$ cat config.mk
export PLATFORM = sky130hd
export DESIGN_NAME = wrapper_wr_arbiter
export DESIGN_NICKNAME = d
export VERILOG_FILES = /design/src/rtl/wrapper_wr_arbiter.sv
export SDC_FILE = /design/constraint.sdc
export NUM_CORES = 1
export LEC_CHECK = 0
export ABC_AREA = 1
export ABC_CLOCK_PERIOD_IN_PS = 4150
export BUFFER_PORTS_ARGS = -buffer_cell sky130_fd_sc_hd__clkbuf_2
export CORE_ASPECT_RATIO = 1.75
export CORE_MARGIN = 10
export CORE_UTILIZATION = 50
export CTS_BUF_LIST = sky130_fd_sc_hd__clkbuf_4 sky130_fd_sc_hd__clkbuf_8 sky130_fd_sc_hd__clkbuf_16
export CTS_CLUSTER_DIAMETER = 100
export CTS_CLUSTER_SIZE = 16
export DETAILED_ROUTE_END_ITERATION = 6
export GPL_TIMING_DRIVEN = 0
export PLACE_DENSITY = 0.86
export SLEW_MARGIN = 20
export SYNTH_ARGS = -nofsm -noshare
export SYNTH_HDL_FRONTEND = slang
export SYNTH_SLANG_ARGS = --single-unit
export TNS_END_PERCENT = 100
$ cat constraint.sdc
create_clock -name clk_i -period 4.15 [get_ports clk_i]
set_input_delay 0.2075 -clock clk_i [delete_from_list [all_inputs] [get_ports clk_i]]
set_output_delay 0.2075 -clock clk_i [all_outputs]
set_load 0.02 [all_outputs]
$ cat src/rtl/wrapper_wr_arbiter.sv
// ----------------------------------------------------------------------------
// wrapper_wr_arbiter
//
// Round-robin write arbiter. N_REQ producers in the clk_1 domain share the
// write port (data_1 / data_1_en / buffer_full) of the dual-clock buffer
// wrapper. At most one word is granted per cycle and nothing is written while
// the buffer reports full. A saturating counter records the cycles in which
// at least one producer was blocked by a full buffer.
//
// Optional feature: define ARB_BURST_EN to give each grant a tenure of up to
// BURST_LEN words for the same requester. Without the macro every grant is a
// single word and the round-robin pointer advances after each one.
//
// Ports
//   clk_i          write-side clock (buffer clk_1)
//   rst_i          synchronous reset, active-high
//   req_i          req_i[i]=1: requester i presents a valid word
//   req_data_i     word of requester i at [i*DATA_W +: DATA_W]
//   ack_o          one-hot, combinational: word of requester i taken this edge
//   buffer_full_i  buffer write-side full flag
//   data_1_en_o    write enable to the buffer (= |ack_o)
//   data_1_o       write data to the buffer (0 when nothing is granted)
//   grant_id_o     registered index of the last granted requester
//   stall_cnt_o    saturating count of cycles with |req_i && buffer_full_i
//   stall_clr_i    synchronous clear of stall_cnt_o (wins over the increment)
// ----------------------------------------------------------------------------
module wrapper_wr_arbiter #(
    parameter int unsigned N_REQ     = 4,
    parameter int unsigned DATA_W    = 16,
    parameter int unsigned BURST_LEN = 4
) (
    input  logic                       clk_i,
    input  logic                       rst_i,
    input  logic [N_REQ-1:0]           req_i,
    input  logic [N_REQ*DATA_W-1:0]    req_data_i,
    output logic [N_REQ-1:0]           ack_o,
    input  logic                       buffer_full_i,
    output logic                       data_1_en_o,
    output logic [DATA_W-1:0]          data_1_o,
    output logic [$clog2(N_REQ)-1:0]   grant_id_o,
    output logic [15:0]                stall_cnt_o,
    input  logic                       stall_clr_i
);

    localparam int unsigned IdW  = $clog2(N_REQ);
    localparam int unsigned CntW = $clog2(BURST_LEN + 1);

`ifdef ARB_BURST_EN
    localparam bit BurstEn = 1'b1;
`else
    localparam bit BurstEn = 1'b0;
`endif

    typedef enum logic [0:0] {StIdle, StBurst} state_e;

    state_e            state_q, state_d;
    logic [IdW-1:0]    ptr_q, ptr_d;
    logic [IdW-1:0]    owner_q, owner_d;
    logic [CntW-1:0]   burst_cnt_q, burst_cnt_d;
    logic [IdW-1:0]    grant_id_q, grant_id_d;
    logic [15:0]       stall_cnt_q, stall_cnt_d;

    logic [N_REQ-1:0]  owner_mask;
    logic [N_REQ-1:0]  eligible;
    logic              owner_req;
    logic              found;
    logic [IdW-1:0]    winner;
    logic [IdW-1:0]    winner_inc;
    logic              grant;
    int unsigned       scan_idx;

    // ------------------------------------------------------------------------
    // Winner selection: first eligible requester starting at ptr_q, wrapping.
    // During a burst tenure only the owner is eligible.
    // ------------------------------------------------------------------------
    always_comb begin
        owner_mask = '0;
        for (int i = 0; i < N_REQ; i++) begin
            owner_mask[i] = (owner_q == IdW'(i));
        end
        owner_req = |(req_i & owner_mask);

        eligible = req_i;
        if (state_q == StBurst) begin
            eligible = req_i & owner_mask;
        end

        found    = 1'b0;
        winner   = '0;
        scan_idx = 0;
        for (int unsigned k = 0; k < N_REQ; k++) begin
            scan_idx = (32'(ptr_q) + k) % N_REQ;
            if (!found && eligible[IdW'(scan_idx)]) begin
                found  = 1'b1;
                winner = IdW'(scan_idx);
            end
        end

        winner_inc = IdW'((32'(winner) + 1) % N_REQ);
        grant      = !rst_i && !buffer_full_i && found;
    end

    // ------------------------------------------------------------------------
    // FSM state register
    // ------------------------------------------------------------------------
    always_ff @(posedge clk_i) begin
        if (rst_i) begin
            state_q     <= StIdle;
            owner_q     <= '0;
            burst_cnt_q <= '0;
        end else begin
            state_q     <= state_d;
            owner_q     <= owner_d;
            burst_cnt_q <= burst_cnt_d;
        end
    end

    // ------------------------------------------------------------------------
    // FSM next state. A tenure ends when the owner drops its request or when
    // the grant that fills the tenure has just been given. ptr_d tracks the
    // last winner + 1 on every grant, which equals owner + 1 at tenure end.
    // ------------------------------------------------------------------------
    always_comb begin
        state_d     = state_q;
        owner_d     = owner_q;
        burst_cnt_d = burst_cnt_q;

        case (state_q)
            StIdle: begin
                // A tenure of one word is just a single grant, so stay idle.
                if (grant && BurstEn && (BURST_LEN > 1)) begin
                    state_d     = StBurst;
                    owner_d     = winner;
                    burst_cnt_d = CntW'(1);
                end
            end
            StBurst: begin
                if (grant) begin
                    if (burst_cnt_q == CntW'(BURST_LEN - 1)) begin
                        state_d     = StIdle;
                        burst_cnt_d = '0;
                    end else begin
                        burst_cnt_d = burst_cnt_q + 1'b1;
                    end
                end else if (!owner_req) begin
                    state_d     = StIdle;
                    burst_cnt_d = '0;
                end
            end
            default: begin
                state_d     = StIdle;
                burst_cnt_d = '0;
            end
        endcase
    end

    // ------------------------------------------------------------------------
    // FSM outputs: zero-latency grant to the buffer write port.
    // ------------------------------------------------------------------------
    always_comb begin
        ack_o       = '0;
        data_1_o    = '0;
        data_1_en_o = grant;
        for (int i = 0; i < N_REQ; i++) begin
            if (grant && (winner == IdW'(i))) begin
                ack_o[i] = 1'b1;
                data_1_o = req_data_i[i*DATA_W +: DATA_W];
            end
        end
    end

    // ------------------------------------------------------------------------
    // Pointer, last grant and stall counter
    // ------------------------------------------------------------------------
    always_comb begin
        ptr_d       = ptr_q;
        grant_id_d  = grant_id_q;
        stall_cnt_d = stall_cnt_q;

        if (grant) begin
            ptr_d      = winner_inc;
            grant_id_d = winner;
        end

        if (stall_clr_i) begin
            stall_cnt_d = '0;
        end else if (buffer_full_i && (|req_i) && (stall_cnt_q != 16'hFFFF)) begin
            stall_cnt_d = stall_cnt_q + 16'd1;
        end
    end

    always_ff @(posedge clk_i) begin
        if (rst_i) begin
            ptr_q       <= '0;
            grant_id_q  <= '0;
            stall_cnt_q <= '0;
        end else begin
            ptr_q       <= ptr_d;
            grant_id_q  <= grant_id_d;
            stall_cnt_q <= stall_cnt_d;
        end
    end

    assign grant_id_o  = grant_id_q;
    assign stall_cnt_o = stall_cnt_q;

endmodule

==> impl_metrics.toml, run 1 <==
[grt]
antenna_found_initial = 0
grt_use_total_pct = 19.31
grt_pass1_vias = 2827
grt_overflow = 0
grt_max_degree = 15
grt_pass1_wl_um = 12680

[synth]
synth_ff_type = "dfxtp_1"
synth_area_um2 = 2245
ys_ff_latch = 24
synthAdderAreaFrac_pct = 1.115
synthesis.instances = 324
synth-edff-count = 0
postSynthAreaPerCell_um2 = 6.928
yosysUniqueCellTypes = 37
synthMuxAreaShare_pct = 0
yosys.area_share.simple_pct = 52.73
synth_xor_area_share_pct = 0.7804
ys_seq_area_share_pct = 21.40
synth_top_family_by_area = "simple AND/OR/NAND/NOR gates"
yosysWarnings = 0
synth_nets = 398
postSynth.asyncResetShare_pct = 0
synth-compound-area-share_pct = 9.810

[worst_setup_path]
critPathMaxFanout = 10
slowest_delay_ns = 0.33
path_class = "flip-flop to primary output"
start_kind = "flip-flop"
worstPathRequired_ns = 3.94
end_kind = "primary output"
arrival_ns = 2.28
crit_path_top_delay_cell = "dfxtp_1"
reg2reg_depth = 11
critical_path_buf_inv_count = 4
reg2reg_to = "stall_cnt_o[11]"
path_common_cell = "nand4_1"
crit_family = "simple AND/OR/NAND/NOR gates"
reg2reg_from = "stall_cnt_o[0]"
cp_cell_sequence = "buf_6 -> inv_8 -> nand3_2 -> nand2_2 -> nor2_2 -> nand4_1 -> nand3_4 -> clkbuf_8 -> nand4_1 -> nand4_1 -> clkbuf_2"
rrSetupSlack_ns = 2.20

[drt]
viasPerCell = 5.802
drtPass1Iterations = 4
drt_iter0_drc = 211
wl_met3_um = 648
routed_wirelength_um = 7858
wl_met2_um = 4033
vias = 2837
top_layer_used = "met4"
wl_per_cell_um = 16.07
drc_errors = 0
detail-route-antenna-nets = 0
wl_met1_um = 2970

[cts]
path_clk_slew_ns = 0.08
h-tree-depth = 1
postCtsResizedCells = 0
cts_tree = "done"
cts-buffers-inserted = 3
clock-sinks = 24
post_cts_buffers = 0
cts_hold_buffers = 0
cts-root-buf = "clkbuf_8"
clk_latency_ns = 0.26
clk_path_buf_depth = 2

[die]
die_x_um = 70.65
start_util_pct = 51.43
die-height_um = 108.6
core-area_um2 = 4364
io_pins = 111
die_area_um2 = 7675
rows = 32

[sta]
setup_violations = 0
slew_violations = 0
rsz0062_at_grt = "false"
slew_headroom_pct = 62.35
skew_ns = 0.001875
max_freq_mhz = 402.5
tightestPinTransition_ns = 0.5596
period_needed_ns = 2.485
tns_ns = 0
hold_viol = 0
min_period_over_period_pct = 59.87

[pwr]
p_per_area_nw_per_um2 = 665.5
clock_power_share_pct = 10.4
leakage_nw = 1.361
power_mw = 1.950
p_sw_mw = 1.054
power_frac_comb_pct = 76.4
p_int_uw = 896.5
swShare_pct = 54.03
peakVddDrop_v = 0.0005314
power_frac_seq_pct = 13.2

[flow_run]
drv_cap = 0

[layout]
drive_above_1_share_pct = 39.95
fin_nets = 513
antenna_cells = 0
area_growth_pct = 30.55

[min_path]
min_to = "burst_cnt_q[1]"
holdPathStages = 2
hp-class = "primary input to flip-flop"
worstHoldStart = "rst_i"

[outcome]
run_status = "finished clean"

[place]
place_hpwl_um = 6519
port_buffers = 110
place.gp.congestion = 0.8918
## kinds of logic after synthesis
group,Yosys count
and+or+nand+nor,216
xor gates and xnor gates,2
adders and majority gates,2
AOI/OAI and AO/OA,35
DFF,24
buffers and inverters,45
## synthesized netlist by cell type, types with 6 or more instances
library cell	count	area [µm²]
nand2_1	59	221.5
nand4_1	51	319.1
nand3_1	34	170.2
inv_1	26	97.59
nor2_1	25	93.84
dfxtp_1	24	480.5
nand2_2	20	125.1
a21oi_1	17	85.08
clkbuf_8	8	110.1
o21ai_0	7	35.03
buf_6	6	67.56
nand2_4	6	67.56
## how the worst max path moves through the flow
stage | startpoint | endpoint | slack, ns | depth (start not counted)
2_1_floorplan | ptr_q[0] | data_1_o[10] | 2.28 | 15
3_3_place_gp | ptr_q[0] | data_1_o[10] | 2.03 | 13
3_5_place_dp | ptr_q[1] | data_1_o[10] | 1.99 | 13
4_1_cts | ptr_q[1] | data_1_o[10] | 1.68 | 13
5_1_grt | ptr_q[1] | data_1_o[9] | 1.49 | 13
6_report | ptr_q[0] | data_1_o[15] | 1.67 | 11
## cell type report
type	instances	area, µm²
clock buffer	3	41.29
inverter	29	116.4
multi-input combinational	255	1446
sequential	24	480.5
clock inverter	1	30.03
timing repair buffer	110	550.5
tap	51	63.81
buffer	16	201.4
fill	416	1434
## stage by stage
step	cells	instance area (µm²)	hold WS (ns)	setup WS [ns]	utilization (%)
final	489	2930	0.2106	1.665	67.14
after global routing	489	2930	0.2220	1.487	67.14
after global placement	485	2859	0.4556	2.035	65.51
after CTS	489	2930	0.2129	1.683	67.14
after floorplan	324	2245	0.2766	2.278	-
after detailed placement	485	2859	0.4679	1.993	65.51
## cell usage in the layout (no fill, tap or decap), types with 2 or more instances in the layout
cell type  count
inv_1         26
nor4_1         2
nor2_2         2
nand3_2        5
o21a_1         3
nand2_4        6
buf_6          6
a21oi_1       17
nand3_1       34
nand2_2       20
nor2_1        25
ha_1           2
o21ai_0        7
nor3_1         5
o21ai_2        2
nand4_1       51
clkbuf_2     110
inv_2          2
dfxtp_1       24
nand2_1       59
clkbuf_8      11
nor2_4         2
## power by group through the flow
stage / clock, mW / combinational, mW / sequential (mW)
final: 0.202 / 1.49 / 0.258
after global routing: 0.214 / 1.61 / 0.259
after floorplan: 0 / 1.10 / 0.273
after global placement: 0 / 1.45 / 0.262
after detailed placement: 0 / 1.47 / 0.264
after CTS: 0.206 / 1.48 / 0.258
## metal layers
metal  vias up  GRT usage (%)
met1      1308          19.23
met5         -              0
li1       1360              -
met2       147          37.05
met4         0          7.778
met3        22          4.641
## flip-flops by register name (all words and copies together) (netlist names)
name	count
stall_cnt_o	16
burst_cnt_q	3
grant_id_o	2
ptr_q	2
state_q	1
Note: power is estimated with default switching activity, not from simulation.
==> run 2: changes to the inputs <==
- ABC_CLOCK_PERIOD_IN_PS: 4150 -> 2050
- CORE_UTILIZATION: 50 -> 42
- PLACE_DENSITY: 0.86 -> 0.77
- clock period: 4.15 -> 2.05 ns (I/O delays scaled with it)
==> impl_metrics.toml, run 2 (synthesized netlist as in run 1, its figures left out) <==
[outcome]
run_status = "finished, violations left"
violations = "negative setup slack"

[grt]
busiest_layer = "met2"
antenna_found_initial = 0
grt_max_degree = 14
grtUsageMet1_pct = 16.67
grt_overflow = 0
grt_use_total_pct = 17.51
grt_pass1_vias = 2718
grt_pass1_wl_um = 12480
met3_usage_pct = 4.252
grt_use_met2_pct = 34.71

[cts]
path_clk_slew_ns = 0.09
cts_hold_buffers = 0
h-tree-depth = 1
clock-sinks = 24
cts_tree = "done"
clk_path_buf_depth = 2
cts-root-buf = "clkbuf_8"
cts-buffers-inserted = 3
clk_latency_ns = 0.27

[worst_setup_path]
crit_family = "simple AND/OR/NAND/NOR gates"
critical_path_buf_inv_count = 3
path_common_cell = "nand2_4"
worstPathRequired_ns = 1.95
path_class = "flip-flop to primary output"
arrival_ns = 2.14
slowest_delay_ns = 0.41
crit_path_top_delay_cell = "dfxtp_4"
cp_cell_sequence = "inv_8 -> nand3_2 -> nand2_2 -> nand2_1 -> nand2_4 -> nand4_2 -> nand2_4 -> nand2_4 -> nor2_8 -> buf_12 -> nand2_2 -> nand4_1 -> clkbuf_8"
critPathMaxFanout = 8
start_kind = "flip-flop"
end_kind = "primary output"

[sta]
rsz0062_at_grt = "true"
slew_violations = 0
min_period_over_period_pct = 109.6
period_needed_ns = 2.246
max_freq_mhz = 445.2
skew_ns = 0.002049
fin_ws_ns = -0.1961
setup_violations = 19
hold_viol = 0
tightestPinTransition_ns = 0.5387
slew_headroom_pct = 63.75

[layout]
mostFrequentLayoutCells = "clkbuf_2 (89), nand2_1 (57), nand4_1 (51)"
stdcell_area_um2 = 3244
drive_above_1_share_pct = 44.71
fillers = 468
area_growth_pct = 44.54
fin_cells = 509
antenna_cells = 0
largest_reg_flops = 16
seq_area_um2 = 489.2
multiInputGateArea_um2 = 1521
layout_commonest_cell = "clkbuf_2"
fin_nets = 529

[flow_run]
drv_cap = 0

[drt]
viasPerCell = 5.621
wl_per_cell_um = 16.19
vias = 2861
drc_errors = 0
drt_iter0_drc = 178
routed_wirelength_um = 8242
detail-route-antenna-nets = 0
drtPass1Iterations = 4

[place]
port_buffers = 110
place_ws_ns = -0.03878
place.gp.congestion = 0.8579
dp.cells = 489
place_hpwl_um = 6576
post_dp_cell_area_um2 = 2864

[die]
die_x_um = 75.26
start_util_pct = 43.07
rows = 35
io_pins = 111
core-area_um2 = 5211
die_area_um2 = 8784
die-height_um = 116.7

[min_path]
hp-class = "primary input to flip-flop"

[pwr]
peakVddDrop_v = 0.0007991
leakage_nw = 1.481
p_per_area_nw_per_um2 = 1369
==> run 2: changes by cell type in the layout (fill, tap and decap cells not counted), moves of 6 or more <==
cell,previous run,this run
buf_4,0,22
clkbuf_2,110,89
clkbuf_4,0,6
clkbuf_8,11,19
==> run 2: area by class of cell <==
cell class	instances	area share (%)
Buffer	14	5.515
Tap cell	55	2.121
Timing Repair Buffer	128	24.87
Multi-Input combinational cell	255	46.90
Inverter	29	3.818
Clock buffer	4	1.697
Sequential cell	24	15.08
==> run 2: worst register-to-register path: cells and delay by family, from the launching register on <==
family / cells / cell delay [ns]
fa+ha+maj: 1 / 0.23
buf+inv: 1 / 0.20
flops: 1 / 0.34
simple gates: 9 / 0.98
==> run 2: report_power, final <==
| group | internal (mW) | total [mW] | switching (mW) |
|---|---|---|---|
| combinational | 1.49 | 3.52 | 2.03 |
| sequential | 0.516 | 0.594 | 0.0781 |
| clock | 0.172 | 0.329 | 0.157 |
==> run 2: layer usage <==
metal  vias up  wire length, µm  part of all wire [%]
li1       1391                -                     -
met3        23              946                    11
met2       158             4232                    51
met4         0              274                   3.3
met1      1289             2789                    34
met5         -                0                     0
==> run 2: what timing repair did <==
action,4_1_cts,5_1_grt
pin swaps,12,11
buffers inserted,14,3
cloned,1,0
setup endpoints to repair,19,23
gates resized for setup,36,28
==> run 2: final timing paths <==
kind / startpoint / to / slack [ns] / cells after the start
max: ptr_q[0] / data_1_o[7] / -0.20 / 13
min: rst_i / burst_cnt_q[1] / 0.11 / 2
max reg2reg: stall_cnt_o[0] / stall_cnt_o[11] / 0.21 / 11
min reg2reg: grant_id_o[0] / grant_id_o[0] / 0.47 / 2
==> run 2: metrics by stage <==
| stage | setup TNS (ns) | utilization, % | hold WS, ns | total power, mW |
|---|---|---|---|---|
| finish | -2.234 | 62.26 | 0.1132 | 4.441 |
| global route | -4.516 | 62.26 | 0.1147 | 4.692 |
| CTS | -2.680 | 60.62 | 0.1155 | 4.315 |
| detailed placement | -0.09147 | 54.96 | 0.4017 | 3.506 |
| floorplan | 0 | - | 0.1716 | 2.781 |
| global placement | 0 | 54.96 | 0.3827 | 3.460 |
==> run 3: changes to the inputs <==
- ABC_AREA: 1 -> not set
- BUFFER_PORTS_ARGS: -buffer_cell sky130_fd_sc_hd__clkbuf_2 -> -buffer_cell sky130_fd_sc_hd__buf_2
==> impl_metrics.toml, run 3 <==
[worst_setup_path]
critical_path_buf_inv_count = 2
crit_family = "compound AO/OA/AOI/OAI gates"
worstPathRequired_ns = 1.95
arrival_ns = 2.22
cp_cell_sequence = "or4_4 -> o211a_4 -> buf_8 -> a221oi_4 -> o22ai_1 -> buf_4"
slowest_delay_ns = 0.54
start_kind = "flip-flop"
crit_path_top_delay_cell = "or4_4"
end_kind = "primary output"
path_class = "flip-flop to primary output"
critPathMaxFanout = 10

[grt]
grt_use_met2_pct = 30.54
antenna_found_initial = 0
grt_max_degree = 15
grt_pass1_vias = 2706
met3_usage_pct = 7.595
grt_overflow = 0
grtUsageMet1_pct = 17.12
busiest_layer = "met2"
grt_use_total_pct = 17.17
grt_pass1_wl_um = 12190

[layout]
area_growth_pct = 45.91
stdcell_area_um2 = 3281
largest_reg_flops = 16
fin_nets = 454
fillers = 439
layout_commonest_cell = "buf_2"
fin_util_pct = 62.95
drive_above_1_share_pct = 51.72
antenna_cells = 0
mostFrequentLayoutCells = "buf_2 (100), a221oi_2 (24), nor2_1 (23)"
seq_area_um2 = 491.7
multiInputGateArea_um2 = 1713

[synth]
synth_area_um2 = 2248
yosys-top-cells-count = "a221oi_2 (30), nor2_1 (27), dfxtp_1 (24)"
ys_ff_latch = 24
synth-compound-area-share_pct = 32.72
synthMuxAreaShare_pct = 0
yosys.area_share.simple_pct = 31.27
ys_seq_area_share_pct = 21.37
synth-edff-count = 0
yosysTopAreaCellShare_pct = 21.37
synth_top_family_by_area = "compound AO/OA/AOI/OAI gates"
postSynthAreaPerCell_um2 = 8.922
yosysWarnings = 0
synth.largest_area_cell = "dfxtp_1"
synth_xor_area_share_pct = 5.843
synth_most_common_cell = "a221oi_2"
synthAdderAreaFrac_pct = 1.113
synth_ff_type = "dfxtp_1"
yosys-top-cells-area = "dfxtp_1 (21%), a221oi_2 (20%), nor2b_1 (5.6%)"
synth_nets = 326
yosysUniqueCellTypes = 47
synthesis.instances = 252
postSynth.asyncResetShare_pct = 0

[sta]
slew_violations = 0
slew_headroom_pct = 50.09
tightestPinTransition_ns = 0.7406
min_period_over_period_pct = 113.4
setup_violations = 16
period_needed_ns = 2.325
skew_ns = 0.003909
tns_ns = -3.960
hold_viol = 0
fin_ws_ns = -0.2753
max_freq_mhz = 430.1
rsz0062_at_grt = "true"

[die]
die_x_um = 75.31
start_util_pct = 43.15
core-area_um2 = 5211
io_pins = 111
rows = 35
die_area_um2 = 8795
die-height_um = 116.8

[flow_run]
drv_cap = 0

[drt]
viasPerCell = 5.710
vias = 2478
wl_per_cell_um = 17.73
drt_iter0_drc = 68
routed_wirelength_um = 7695
drc_errors = 0
drtPass1Iterations = 4
detail-route-antenna-nets = 0

[min_path]
hp-class = "primary input to flip-flop"

[cts]
path_clk_slew_ns = 0.09
cts_hold_buffers = 0
h-tree-depth = 1
cts_tree = "done"
cts-buffers-inserted = 3
cts-root-buf = "clkbuf_8"
clk_latency_ns = 0.27
clock-sinks = 24
clk_path_buf_depth = 2

[outcome]
run_status = "finished, violations left"
violations = "negative setup slack"

[place]
post_dp_cell_area_um2 = 2858
place_hpwl_um = 6131
place.gp.congestion = 0.8121
port_buffers = 108

[pwr]
leakage_nw = 1.396
power_mw = 1.853
peakVddDrop_v = 0.0002911
p_per_area_nw_per_um2 = 564.8
## run 3: cell types whose count changed after synthesis, sizes merged, moves of 15 or more
cell,change
a21oi,-15
a221oi,+32
and2b,+16
inv,-23
nand2,-70
nand3,-34
nand4,-47
nor2b,+20
o22ai,+16
## run 3: tightest hold or removal path: stages
cell	delay [ns]
clkbuf_2	0.16
nor2_1	0.13
nor3_1	0.05
## run 3: final cells by class
cell class | instances | share of cell area, %
clock inverters | 1 | 0.9153
inverters | 6 | 0.8391
well taps | 55 | 2.098
multi-input cells | 202 | 52.21
clock buffers | 3 | 1.259
plain buffers | 19 | 5.111
repair buffers | 124 | 22.58
flip-flops and latches | 24 | 14.99
## run 3: kinds of logic after synthesis
family                   Yosys count
adder cells (fa/ha/maj)            2
buffers and inverters             26
AND/OR/NAND/NOR                  119
flip-flops                        24
XOR/XNOR                          15
AO/OA/AOI/OAI                     66
## run 3: stage by stage
| step | hold WS [ns] | worst slack (ns) | instances |
|---|---|---|---|
| after floorplan | 0.4080 | 0.1079 | 252 |
| after global placement | 0.4290 | -0.02498 | 415 |
| after detailed placement | 0.4310 | -0.02619 | 415 |
| after CTS | 0.2036 | -0.2450 | 427 |
| after global routing | 0.2276 | -0.3554 | 434 |
| final | 0.2079 | -0.2753 | 434 |
## run 3: final timing paths
kind / from / end / slack, ns / cells past startpoint
setup / recovery: ptr_q[0] / data_1_o[1] / -0.28 / 6
hold / removal: buffer_full_i / state_q / 0.21 / 3
setup reg to reg: ptr_q[0] / ptr_q[1] / 0.13 / 8
hold reg to reg: grant_id_o[0] / grant_id_o[0] / 0.44 / 2
## run 3: layer usage
metal	vias up	share of wire, %
met2	108	51
met1	1142	37
met5	-	0
li1	1214	-
met4	0	1.8
met3	14	11
## run 3: power breakdown
group	leakage (nW)	total (mW)	switching, mW	internal (mW)
clock	0.0357	0.419	0.158	0.262
combinational	1.16	0.945	0.478	0.467
sequential	0.196	0.489	0.0107	0.478
total	1.40	1.85	0.647	1.21
## run 3: repair_timing
action	4_1_cts	5_1_grt
gates resized for setup	26	31
setup buffers	7	8
gates cloned	2	0
pin swaps	8	13
endpoints found under the setup margin	20	25
